**src/rtl/z80_bus_bridge.sv**
```systemverilog
// z80_bus_bridge: decodes z80 wishbone master cycles to on-chip sync RAM or off-chip wishbone.
// Latency: on-chip ack at T2+RD_WAIT; off-chip ack the cycle after wb_ack_i (min 2 cycles).
// Backpressure: one cycle in flight; the master is held until m_ack_o, m_cyc_i low aborts.
//
// Ports: wb_clk_i/rst_i (sync, active-high) | m_* master side | ram_* on-chip RAM |
//        wb_* off-chip wishbone | tout_o sticky timeout flag, tout_clr_i clears it.
// Optional: define Z80_BUS_TIMEOUT_EN to enable the off-chip watchdog (TIMEOUT cycles).
module z80_bus_bridge #(
   parameter int ONCHIP_AW = 15,
   parameter int RD_WAIT   = 0,
   parameter int TIMEOUT   = 255
) (
   input  logic                 wb_clk_i,
   input  logic                 rst_i,
   input  logic [15:0]          m_adr_i,
   input  logic [7:0]           m_dat_i,
   input  logic [1:0]           m_tga_i,
   input  logic                 m_we_i,
   input  logic                 m_stb_i,
   input  logic                 m_cyc_i,
   output logic [7:0]           m_dat_o,
   output logic                 m_ack_o,
   output logic                 ram_ce_o,
   output logic                 ram_we_o,
   output logic [ONCHIP_AW-1:0] ram_adr_o,
   output logic [7:0]           ram_dat_o,
   input  logic [7:0]           ram_dat_i,
   output logic [15:0]          wb_adr_o,
   output logic [7:0]           wb_dat_o,
   output logic [1:0]           wb_tga_o,
   output logic                 wb_we_o,
   output logic                 wb_stb_o,
   output logic                 wb_cyc_o,
   input  logic [7:0]           wb_dat_i,
   input  logic                 wb_ack_i,
   output logic                 tout_o,
   input  logic                 tout_clr_i
);

   typedef enum logic [1:0] {
      IDLE = 2'd0,
      RAM  = 2'd1,
      OFF  = 2'd2,
      ACK  = 2'd3
   } state_t;

   state_t      state;
   logic        we_q;       // latched direction, selects read data vs 8'h00 in ACK
   logic        is_ram_q;   // current cycle is on-chip
   logic [7:0]  cap_q;      // off-chip read data (or 8'hFF on timeout)
   logic [15:0] cnt;        // shared wait / timeout counter, saturating
   logic        onchip_hit;

   // Memory-tagged cycles below 2^ONCHIP_AW go to RAM; the shift yields zero for ONCHIP_AW=16.
   always_comb begin
      onchip_hit = (m_tga_i == 2'b00) && ((m_adr_i >> ONCHIP_AW) == 16'd0);
   end

   // On-chip read data comes straight from the RAM output register, valid one cycle after ce.
   always_comb begin
      m_dat_o = 8'h00;
      if (state == ACK && !we_q)
         m_dat_o = is_ram_q ? ram_dat_i : cap_q;
   end

`ifndef Z80_BUS_TIMEOUT_EN
   assign tout_o = 1'b0;
   logic [16:0] unused_cfg;
   assign unused_cfg = {tout_clr_i, 16'(TIMEOUT)};
`endif

   always_ff @(posedge wb_clk_i) begin
      if (rst_i) begin
         state     <= IDLE;
         we_q      <= 1'b0;
         is_ram_q  <= 1'b0;
         cap_q     <= 8'h00;
         cnt       <= 16'd0;
         m_ack_o   <= 1'b0;
         ram_ce_o  <= 1'b0;
         ram_we_o  <= 1'b0;
         ram_adr_o <= '0;
         ram_dat_o <= 8'h00;
         wb_adr_o  <= 16'h0000;
         wb_dat_o  <= 8'h00;
         wb_tga_o  <= 2'b00;
         wb_we_o   <= 1'b0;
         wb_stb_o  <= 1'b0;
         wb_cyc_o  <= 1'b0;
`ifdef Z80_BUS_TIMEOUT_EN
         tout_o    <= 1'b0;
`endif
      end else begin
`ifdef Z80_BUS_TIMEOUT_EN
         // A timeout below assigns tout_o later in this block, so a same-cycle set wins.
         if (tout_clr_i)
            tout_o <= 1'b0;
`endif
         case (state)
            IDLE: begin
               if (m_cyc_i && m_stb_i) begin
                  we_q <= m_we_i;
                  cnt  <= 16'd0;
                  if (onchip_hit) begin
                     is_ram_q  <= 1'b1;
                     ram_ce_o  <= 1'b1;
                     ram_we_o  <= m_we_i;
                     ram_adr_o <= m_adr_i[ONCHIP_AW-1:0];
                     ram_dat_o <= m_dat_i;
                     state     <= RAM;
                  end else begin
                     is_ram_q <= 1'b0;
                     wb_cyc_o <= 1'b1;
                     wb_stb_o <= 1'b1;
                     wb_adr_o <= m_adr_i;
                     wb_dat_o <= m_dat_i;
                     wb_tga_o <= m_tga_i;
                     wb_we_o  <= m_we_i;
                     state    <= OFF;
                  end
               end
            end

            RAM: begin
               // Strobe only in the first RAM cycle; a write already issued stays done on abort.
               ram_ce_o <= 1'b0;
               ram_we_o <= 1'b0;
               if (!m_cyc_i) begin
                  state <= IDLE;
               end else if (cnt == 16'(RD_WAIT)) begin
                  m_ack_o <= 1'b1;
                  state   <= ACK;
               end else if (cnt != 16'hFFFF) begin
                  cnt <= cnt + 16'd1;
               end
            end

            OFF: begin
               if (!m_cyc_i) begin
                  wb_cyc_o <= 1'b0;
                  wb_stb_o <= 1'b0;
                  state    <= IDLE;
               end else if (wb_ack_i) begin
                  cap_q    <= wb_dat_i;
                  wb_cyc_o <= 1'b0;
                  wb_stb_o <= 1'b0;
                  m_ack_o  <= 1'b1;
                  state    <= ACK;
               end
`ifdef Z80_BUS_TIMEOUT_EN
               // cnt counts completed OFF cycles; expiry fires in the TIMEOUT-th one.
               else if (cnt == 16'(TIMEOUT - 1)) begin
                  cap_q    <= 8'hFF;
                  wb_cyc_o <= 1'b0;
                  wb_stb_o <= 1'b0;
                  tout_o   <= 1'b1;
                  m_ack_o  <= 1'b1;
                  state    <= ACK;
               end else if (cnt != 16'hFFFF) begin
                  cnt <= cnt + 16'd1;
               end
`endif
            end

            ACK: begin
               m_ack_o <= 1'b0;
               state   <= IDLE;
            end

            default: state <= IDLE;
         endcase
      end
   end

endmodule

```
**config.mk**
```make
export PLATFORM = sky130hd
export DESIGN_NAME = z80_bus_bridge
export DESIGN_NICKNAME = d
export VERILOG_FILES = /design/src/rtl/z80_bus_bridge.sv
export SDC_FILE = /design/constraint.sdc
export NUM_CORES = 1
export LEC_CHECK = 0
export CAP_MARGIN = 20
export CORE_MARGIN = 3
export CORE_UTILIZATION = 50
export CTS_CLUSTER_DIAMETER = 60
export DETAILED_ROUTE_END_ITERATION = 8
export PLACE_DENSITY = 0.92
export SYNTH_ARGS = -nofsm -noshare
export SYNTH_HDL_FRONTEND = slang
export SYNTH_SLANG_ARGS = --single-unit
```
**constraint.sdc**
```tcl
create_clock -name wb_clk_i -period 3.38 [get_ports wb_clk_i]
set_input_delay 0.338 -clock wb_clk_i [delete_from_list [all_inputs] [get_ports wb_clk_i]]
set_output_delay 0.338 -clock wb_clk_i [all_outputs]
set_load 0.01 [all_outputs]
```
* Word-level counts from Yosys, hierarchy flattened
Index checks and enable logic that the tools add are counted.
Operators by class: reductions and logical operators 20, muxes and demuxes 31, $add $sub $neg 1, bitwise gates (word level) 1, eq/ne operators 15
Operators by type and width (count):
- two-way mux 16 bit | 4
- logical NOT 16 bit | 2
- one-hot mux 16 bit (2 select lines) | 1
- inequality test 2 bit (second input constant) | 9
- adder 16 x 1 -> 16 bit (second input constant) | 1
- two-way mux 8 bit | 2
- inequality test 16 bit (second input constant) | 1
- AND reduction 3 bit | 5
- two-way mux 1 bit | 13
- two-way mux 2 bit | 6
- AND reduction 5 bit | 2
- one-hot mux 2 bit (4 select lines) | 1
- inequality test 3 bit (second input constant) | 2
- one-hot mux 1 bit (2 select lines) | 3
- equality test 2 bit (second input constant) | 2
- logical NOT 2 bit | 2
- AND reduction 4 bit | 1
- nonzero test 2 bit | 2
- logical AND 1 bit | 3
- one-hot mux 1 bit (3 select lines) | 1
- nonzero test 3 bit | 1
- equality test 2 x 1 -> 1 bit (second input constant) | 1
- AND reduction 2 bit | 1
- logical NOT 1 bit | 1
- NOT 1 bit | 1
Word-level totals: register bits 82, word-level logic and storage cells 83, input bits 49

* Longest topological paths before layout
Gate-level depths: netlist of the first run.
depth after elaboration 5, mapped depth 9, mapped depth without buffers 7

* Least setup slack after synthesis of the first run
OpenSTA, ideal clock, no wires.
path kind flip-flop to flip-flop, from register state[0], to register cnt[2], cell stages (with the launch flop) 10, setup slack 1413 ps, library setup time 68 ps, data arrival time 1899 ps, cell sequence dfxtp_1 inv_1 ha_1 buf_6 nand2b_4 a21boi_4 nand3_2 buf_2 or3b_2 a21oi_2
On the way: cells in the longest elaborated chain, start to end 3
Ends and longest elaborated chain:
- start, declared | line 47 | state_t state;
- start signal, assigned | line 74 | state <= IDLE;
- start signal, assigned | line 110 | state <= RAM;
- start signal, assigned | line 119 | state <= OFF;
- equality test 2 x 1 -> 1 bit or logical NOT 2 bit (tied branches) | line 99 | case (state)
- inequality test 2 bit (no source line) or nonzero test 2 bit (tied branches)
- AND reduction 5 bit (no source line)
- end signal, assigned | line 134 | cnt <= cnt + 16'd1;
- end, declared | line 51 | logic [15:0] cnt;
Several ways; a longest one is shown, not always the timed one. A chain may end at the register's enable or synchronous reset.

* Worst setup path in the final report of the first run
from register state[1], to register cnt[1]
The elaborated chain is that of the path after synthesis.

==> metrics.md, run 1 <==
| Metric | Value |
|---|---|
| Netlist Area Pre-Place | `0.00362 mm²` |
| Clk sink count | `82` |
| Vias per cell | `5.62` |
| Largest net degree at the start of global routing | `81` |
| Post-Syn Area per Cell | `8.05 µm²` |
| Setup bufs post-CTS | `0` |
| Post-route ant nets | `0` |
| Clk Latency, worst-skew pair | `0.37 ns` |
| Leakage | `1.70 nW` |
| Final setup TNS | `0 ns` |
| Number of cells on the worst hold path | `2` |
| Max Cap Viol | `0` |
| GR Layer Usage met3 | `5.39%` |
| Cts hold-fix bufs | `0` |
| GRT Util Overall | `24.0%` |
| CP Buf/Inv Count | `1` |
| Status | `finished clean` |
| Commonest non-fill, non-tap cells in the layout | `nand2_1 (124), clkdlybuf4s50_1 (109), dfxtp_1 (82), a21oi_1 (68), nor2_1 (28)` |
| Number of synthesis warnings | `0` |
| Mapped Cells | `450` |
| Placed insts | `634` |
| Cell Rows | `30` |
| Fmax | `395 MHz` |
| Slowest cell delay on critical path | `0.50 ns` |
| Worst R2R Setup Slack | `0.85 ns` |
| CTS tree | `yes` |
| Critical Path Fanout Max | `16` |
| Die height | `91.1 µm` |
| Max VDD drop | `0.273 mV` |
| Power density cells | `496 mW/mm²` |
| Full die area | `0.00830 mm²` |
| Post-synthesis sequential element count | `82` |
| Max-slew violation count | `0` |
| Met1 GRT Util | `28.7%` |
| Critical Path Slowest Stage Cell | `ha_1` |
| Syn nets | `505` |
| Vias in the first global route | `3428` |
| Root buf cell | `clkbuf_8` |
| Final Non-Filler Cells | `650` |
| CTS Buf Count | `9` |
| Chip width | `91.1 µm` |
| Total grt overflow | `0` |
| Clk_skew | `0.0134 ns` |
| Drt initial violations | `251` |
| Diode count | `0` |
| Io pins | `113` |
| Grt met2 use | `41.4%` |
| Worst reg2reg path depth | `7` |
| Slew @ Worst Pin | `0.843 ns` |
| Distinct cells, synth | `53` |
| HP Class | `reg -> reg` |
| Largest delay share family, worst path | `simple AND/OR/NAND/NOR gates` |
| Util after Layout | `71.2%` |
| Dpl hpwl | `6890 µm` |
| Crit Path Class | `reg -> reg` |
| Fraction of layout cells with a size suffix above 1 | `7.04%` |
| Min Tclk post-route | `2.53 ns` |
| Reg clk slew, reported paths | `0.09 ns` |
| Starting density of the core | `52.4%` |
| Routed vias | `3653` |
| CP Capture Type | `register` |
| Max transition margin | `43.8%` |
| Busiest grt layer | `met2` |
| PostCTS Resize Cnt | `0` |
| Final Hold Viols | `0` |
| H-tree level count | `3` |
| WL/cell | `15.7 µm` |
| Crit. path cell count | `7` |
| CP arrival | `2.83 ns` |
| Part of the cycle the worst path needs | `74.9%` |
| Initial antenna violation count | `0` |
| Count of input and output buffers | `110` |
| Core footprint | `0.00691 mm²` |
| Nets | `604` |
| Final setup viols | `0` |
| Synthesis-to-finish area growth | `35.8%` |
| Register area share after synthesis | `45.3%` |
| RePlAce Congestion | `0.944` |
| Global-route wire length before repair | `16200 µm` |
| Cells along the critical path | `inv_1 -> ha_1 -> nor4b_1 -> nand4_2 -> nand3_2 -> mux2_2 -> nor2_1` |
| Max clock buf depth | `2` |
| Drt first pass iters | `5` |
| CP required | `3.68 ns` |
| Remaining routing DRC violations | `0` |
| DRT Wirelength | `10200 µm` |
| Commonest non-fill, non-tap cell in the layout | `nand2_1` |
| Startpoint types | `register` |
| Unrepaired setup endpoints after global routing | `no` |
-- where the power goes --
part	switching, mW	internal [mW]	total [mW]
sequential	0.0478	1.04	1.08
clock	0.389	0.275	0.664
combinational	0.381	0.312	0.692
-- registers in the layout, indices dropped and copies added (netlist names) --
register	cells
wb_adr_o	16
is_ram_q	1
ram_dat_o	8
cnt	16
we_q	1
ram_we_o	1
wb_tga_o	2
wb_cyc_o	1
ram_ce_o	1
state	2
ram_adr_o	15
wb_dat_o	8
wb_we_o	1
m_ack_o	1
cap_q	8
-- cell type report --
cell class                      instances  area, µm²
Timing Repair Buffer                  116       1140
Fill cell                             534       1990
Multi-Input combinational cell        335       1820
Sequential cell                        82       1640
Inverter                                5       18.8
Clock inverter                          6       48.8
Tap cell                               96        120
Clock buffer                           10        128
-- path summary, 6_finish.rpt --
kind,start,to
max,state[1],cnt[1]
min,wb_adr_o[5],wb_adr_o[5]
max reg2reg,state[1],cnt[1]
min reg2reg,wb_adr_o[5],wb_adr_o[5]
-- stage by stage --
step	power, mW	hold slack, ns	worst slack, ns	instance area [µm²]
after global placement	1.76	0.440	1.02	4740
after global routing	2.56	0.483	0.680	4920
final	2.44	0.459	0.847	4920
after CTS	2.44	0.444	0.863	4920
after floorplan	1.56	0.431	1.41	3620
after detailed placement	1.79	0.447	0.874	4740
-- layer usage --
layer  share of wire (%)  wire length, µm
met4                 2.0              205
met1                  41             4220
met2                  50             5070
met3                 6.9              703
met5                   0                0
-- Yosys cell counts, drive strengths merged --
| library cell | n | share of area (%) |
|---|---|---|
| or4 | 9 | 1.9 |
| a22oi | 2 | 0.41 |
| and2 | 2 | 0.35 |
| and3 | 1 | 0.17 |
| buf | 12 | 2.2 |
| nand4b | 1 | 0.24 |
| o21a | 3 | 0.62 |
| nand2 | 124 | 13 |
| o21ai | 14 | 2.2 |
| nand3b | 1 | 0.21 |
| nor3b | 1 | 0.21 |
| a31oi | 1 | 0.17 |
| conb | 1 | 0.10 |
| clkbuf | 16 | 1.7 |
| or2 | 2 | 0.35 |
| o41a | 1 | 0.31 |
| inv | 4 | 0.41 |
| nor4b | 3 | 0.73 |
| nand4 | 8 | 1.9 |
| a21boi | 1 | 0.52 |
| nor2 | 28 | 2.9 |
| mux2i | 16 | 4.4 |
| nor2b | 1 | 0.17 |
| nand3 | 9 | 1.5 |
| and2b | 1 | 0.21 |
| ha | 6 | 2.1 |
| or3 | 4 | 0.69 |
| a311oi | 2 | 0.48 |
| o221a | 1 | 0.31 |
| and4 | 1 | 0.24 |
| a21oi | 70 | 9.9 |
| and3b | 1 | 0.24 |
| nor3 | 6 | 0.83 |
| a41oi | 1 | 0.24 |
| a21o | 1 | 0.21 |
| nor4 | 3 | 0.52 |
| or3b | 2 | 0.48 |
| a211oi | 2 | 0.41 |
| dfxtp | 82 | 45 |
| nand2b | 4 | 0.90 |
| clkinv | 1 | 0.10 |
| mux2 | 1 | 0.31 |
-- cell families (layout without fill, tap and decap cells) --
family                   Yosys count  count (layout)  share of synthesized area [%]
AO/OA/AOI/OAI                     99              99                           15.8
adder cells (fa/ha/maj)            6               6                           2.07
buffers and inverters             33             137                           4.39
flip-flops                        82              82                           45.3
multiplexers                      17              17                           4.73
other                              1               1                          0.104
AND/OR/NAND/NOR                  212             212                           27.6
-- worst register-to-register path, delay by kind of cell, from the launching register on --
family | cells | cell delay [ns]
AND/OR/NAND/NOR | 4 | 1.16
adder cells (fa/ha/maj) | 1 | 0.50
multiplexers | 1 | 0.38
flip-flops | 1 | 0.35
buffers and inverters | 1 | 0.09
No activity file was read; power rests on OpenSTA's default activity.
==> run 2: changes to the inputs <==
Settings changed: CORE_UTILIZATION 50 to 47, PLACE_DENSITY 0.92 to 0.88.
Clock period 3.38 ns to 2.5 ns, I/O delays scaled along.
==> metrics.md, run 2 (synthesis gave the netlist of run 1 again) <==
| Metric | Value |
|---|---|
| Crit Path Class | `reg -> reg` |
| Critical Path Fanout Max | `18 (+2)` |
| Diode count | `0 (unchanged)` |
| Drt initial violations | `205 (-18%)` |
| Reg clk slew, reported paths | `0.10 ns (about the same)` |
| CP Capture Type | `register` |
| Util after Layout | `67.9% (-3.3 points)` |
| Number of cells on the worst hold path | `2 (unchanged)` |
| Commonest non-fill, non-tap cell in the layout | `nand2_1` |
| Power density cells | `685 mW/mm² (+38%)` |
| PostCTS Resize Cnt | `0 (unchanged)` |
| H-tree level count | `3 (unchanged)` |
| Worst R2R Setup Slack | `0.34 ns (-0.51 ns)` |
| Cell Rows | `31 (+3.3%)` |
| Layout fillers | `610 (+14%)` |
| Pre-CTS WS | `0.322 ns (-0.551 ns)` |
| Reg area | `0.00164 mm² (unchanged)` |
| Root buf cell | `clkbuf_8` |
| Global-route wire length before repair | `15800 µm (-2.7%)` |
| Final setup viols | `0 (unchanged)` |
| Clk_skew | `0.0113 ns (-0.00206 ns)` |
| CP required | `2.79 ns (-0.89 ns)` |
| Full die area | `0.00880 mm² (+6.0%)` |
| Die height | `93.8 µm (+2.9%)` |
| Multi-input gate area | `0.00183 mm² (+0.27%)` |
| CTS tree | `yes` |
| WL/cell | `14.5 µm (-7.4%)` |
| Final setup TNS | `0 ns (unchanged)` |
| Initial antenna violation count | `0 (unchanged)` |
| Max Cap Viol | `0 (unchanged)` |
| RePlAce Congestion | `0.911 (-3.4%)` |
| Final Non-Filler Cells | `659 (+1.4%)` |
| HP Class | `in -> reg` |
| Chip width | `93.8 µm (+2.9%)` |
| Post-route ant nets | `0 (unchanged)` |
| Core footprint | `0.00737 mm² (+6.7%)` |
| Drt first pass iters | `4 (-1)` |
| Commonest non-fill, non-tap cells in the layout | `nand2_1 (124), clkdlybuf4s50_1 (109), dfxtp_1 (82), a21oi_1 (68), nor2_1 (26)` |
| Min Hold Slack | `0.344 ns (-0.114 ns)` |
| Nets | `610 (+0.99%)` |
| CP arrival | `2.45 ns (-0.38 ns)` |
| Remaining routing DRC violations | `0 (unchanged)` |
| Fraction of layout cells with a size suffix above 1 | `8.57% (+1.5 points)` |
| Routed vias | `3508 (-4.0%)` |
| Leakage | `1.75 nW (+3.2%)` |
| GRT Util Overall | `22.4% (-1.5 points)` |
| Starting density of the core | `49.2% (-3.3 points)` |
| DRT Wirelength | `9580 µm (-6.1%)` |
| Max VDD drop | `0.338 mV (+24%)` |
| Vias per cell | `5.32 (-5.3%)` |
| Worst reg2reg path depth | `8 (+1)` |
| Part of the cycle the worst path needs | `86.6% (+12 points)` |
| Clk sink count | `82 (unchanged)` |
| Setup bufs post-CTS | `0 (unchanged)` |
| Largest registers | `cnt (16), wb_adr_o (16), ram_adr_o (15)` |
| Status | `finished clean` |
| CTS Buf Count | `9 (unchanged)` |
| Total grt overflow | `0 (unchanged)` |
| Synthesis-to-finish area growth | `38.2%` |
| Cts hold-fix bufs | `0 (unchanged)` |
| Min Tclk post-route | `2.16 ns (-0.369 ns)` |
| Slew @ Worst Pin | `0.558 ns (-0.285 ns)` |
| Clk Latency, worst-skew pair | `0.37 ns (about the same)` |
| Startpoint types | `register` |
| Max clock buf depth | `2 (unchanged)` |
| Dpl hpwl | `6890 µm (about the same)` |
| Max transition margin | `62.8% (+19 points)` |
| Placed insts | `643 (+1.4%)` |
| Largest net degree at the start of global routing | `55 (-32%)` |
| Max-slew violation count | `0 (unchanged)` |
| Final Hold Viols | `0 (unchanged)` |
| Vias in the first global route | `3445 (+0.50%)` |
| Fmax | `462 MHz (+17%)` |
| Count of input and output buffers | `110 (unchanged)` |
| Final worst setup slack | `0.336 ns (-0.511 ns)` |
| Io pins | `113 (unchanged)` |
| Unrepaired setup endpoints after global routing | `no` |
-- run 2: cell types whose count changed in the layout (fill, tap and decap cells not counted), moves of 2 or more --
| cell | delta |
|---|---|
| clkinvlp_4 | -2 |
| nor2_2 | +2 |
| nor2_1 | -2 |
| buf_4 | +6 |
-- run 2: power by group --
| group | internal (mW) | total (mW) | switching (mW) | leakage, nW |
|---|---|---|---|---|
| combinational | 0.446 | 0.962 | 0.516 | 0.984 |
| clock | 0.501 | 1.01 | 0.508 | 0.105 |
| sequential | 1.40 | 1.46 | 0.0618 | 0.664 |
-- run 2: layer usage --
layer	vias to the layer above	global-route usage, %	part of all wire, %	routed length [µm]
met1	1609	25.9	40	3820
met5	-	0	0	0
li1	1756	-	-	-
met2	124	37.4	50	4770
met3	19	9.05	8.2	785
met4	0	7.82	2.2	208
-- run 2: final cells by class --
class / count / share of cell area (%)
multi-input combinational: 335 / 36.5
sequential: 82 / 32.8
timing repair buffer: 122 / 23.7
clock buffer: 10 / 2.75
tap: 99 / 2.47
clock inverter: 6 / 1.42
inverter: 5 / 0.375
-- run 2: through the flow --
stage	total power [mW]	area [µm²]
4_1_cts	3.45	5010
3_3_place_gp	2.42	4800
5_1_grt	3.63	5010
3_5_place_dp	2.45	4800
2_1_floorplan	2.10	3620
6_report	3.43	5010
-- run 2: worst max-delay path, cell delays in order, from the launching register on --
cell and delay (ns):
dfxtp_1 0.39, inv_1 0.09, ha_1 0.18, buf_4 0.20
nor4b_1 0.17, nand4_2 0.16, nand3_2 0.23, or4_1 0.52
a21oi_1 0.15
-- run 2: worst paths after layout --
| check | start | end |
|---|---|---|
| setup reg to reg | state[1] | cnt[7] |
| hold reg to reg | wb_dat_o[5] | wb_dat_o[5] |
| setup / recovery | state[1] | cnt[7] |
| hold / removal | rst_i | wb_dat_o[6] |
==> run 3: changes to the inputs <==
Settings changed: SLEW_MARGIN set to 25.
==> results of run 3 <==
No change in the layout: final DEF, timing and power equal those of run 2.
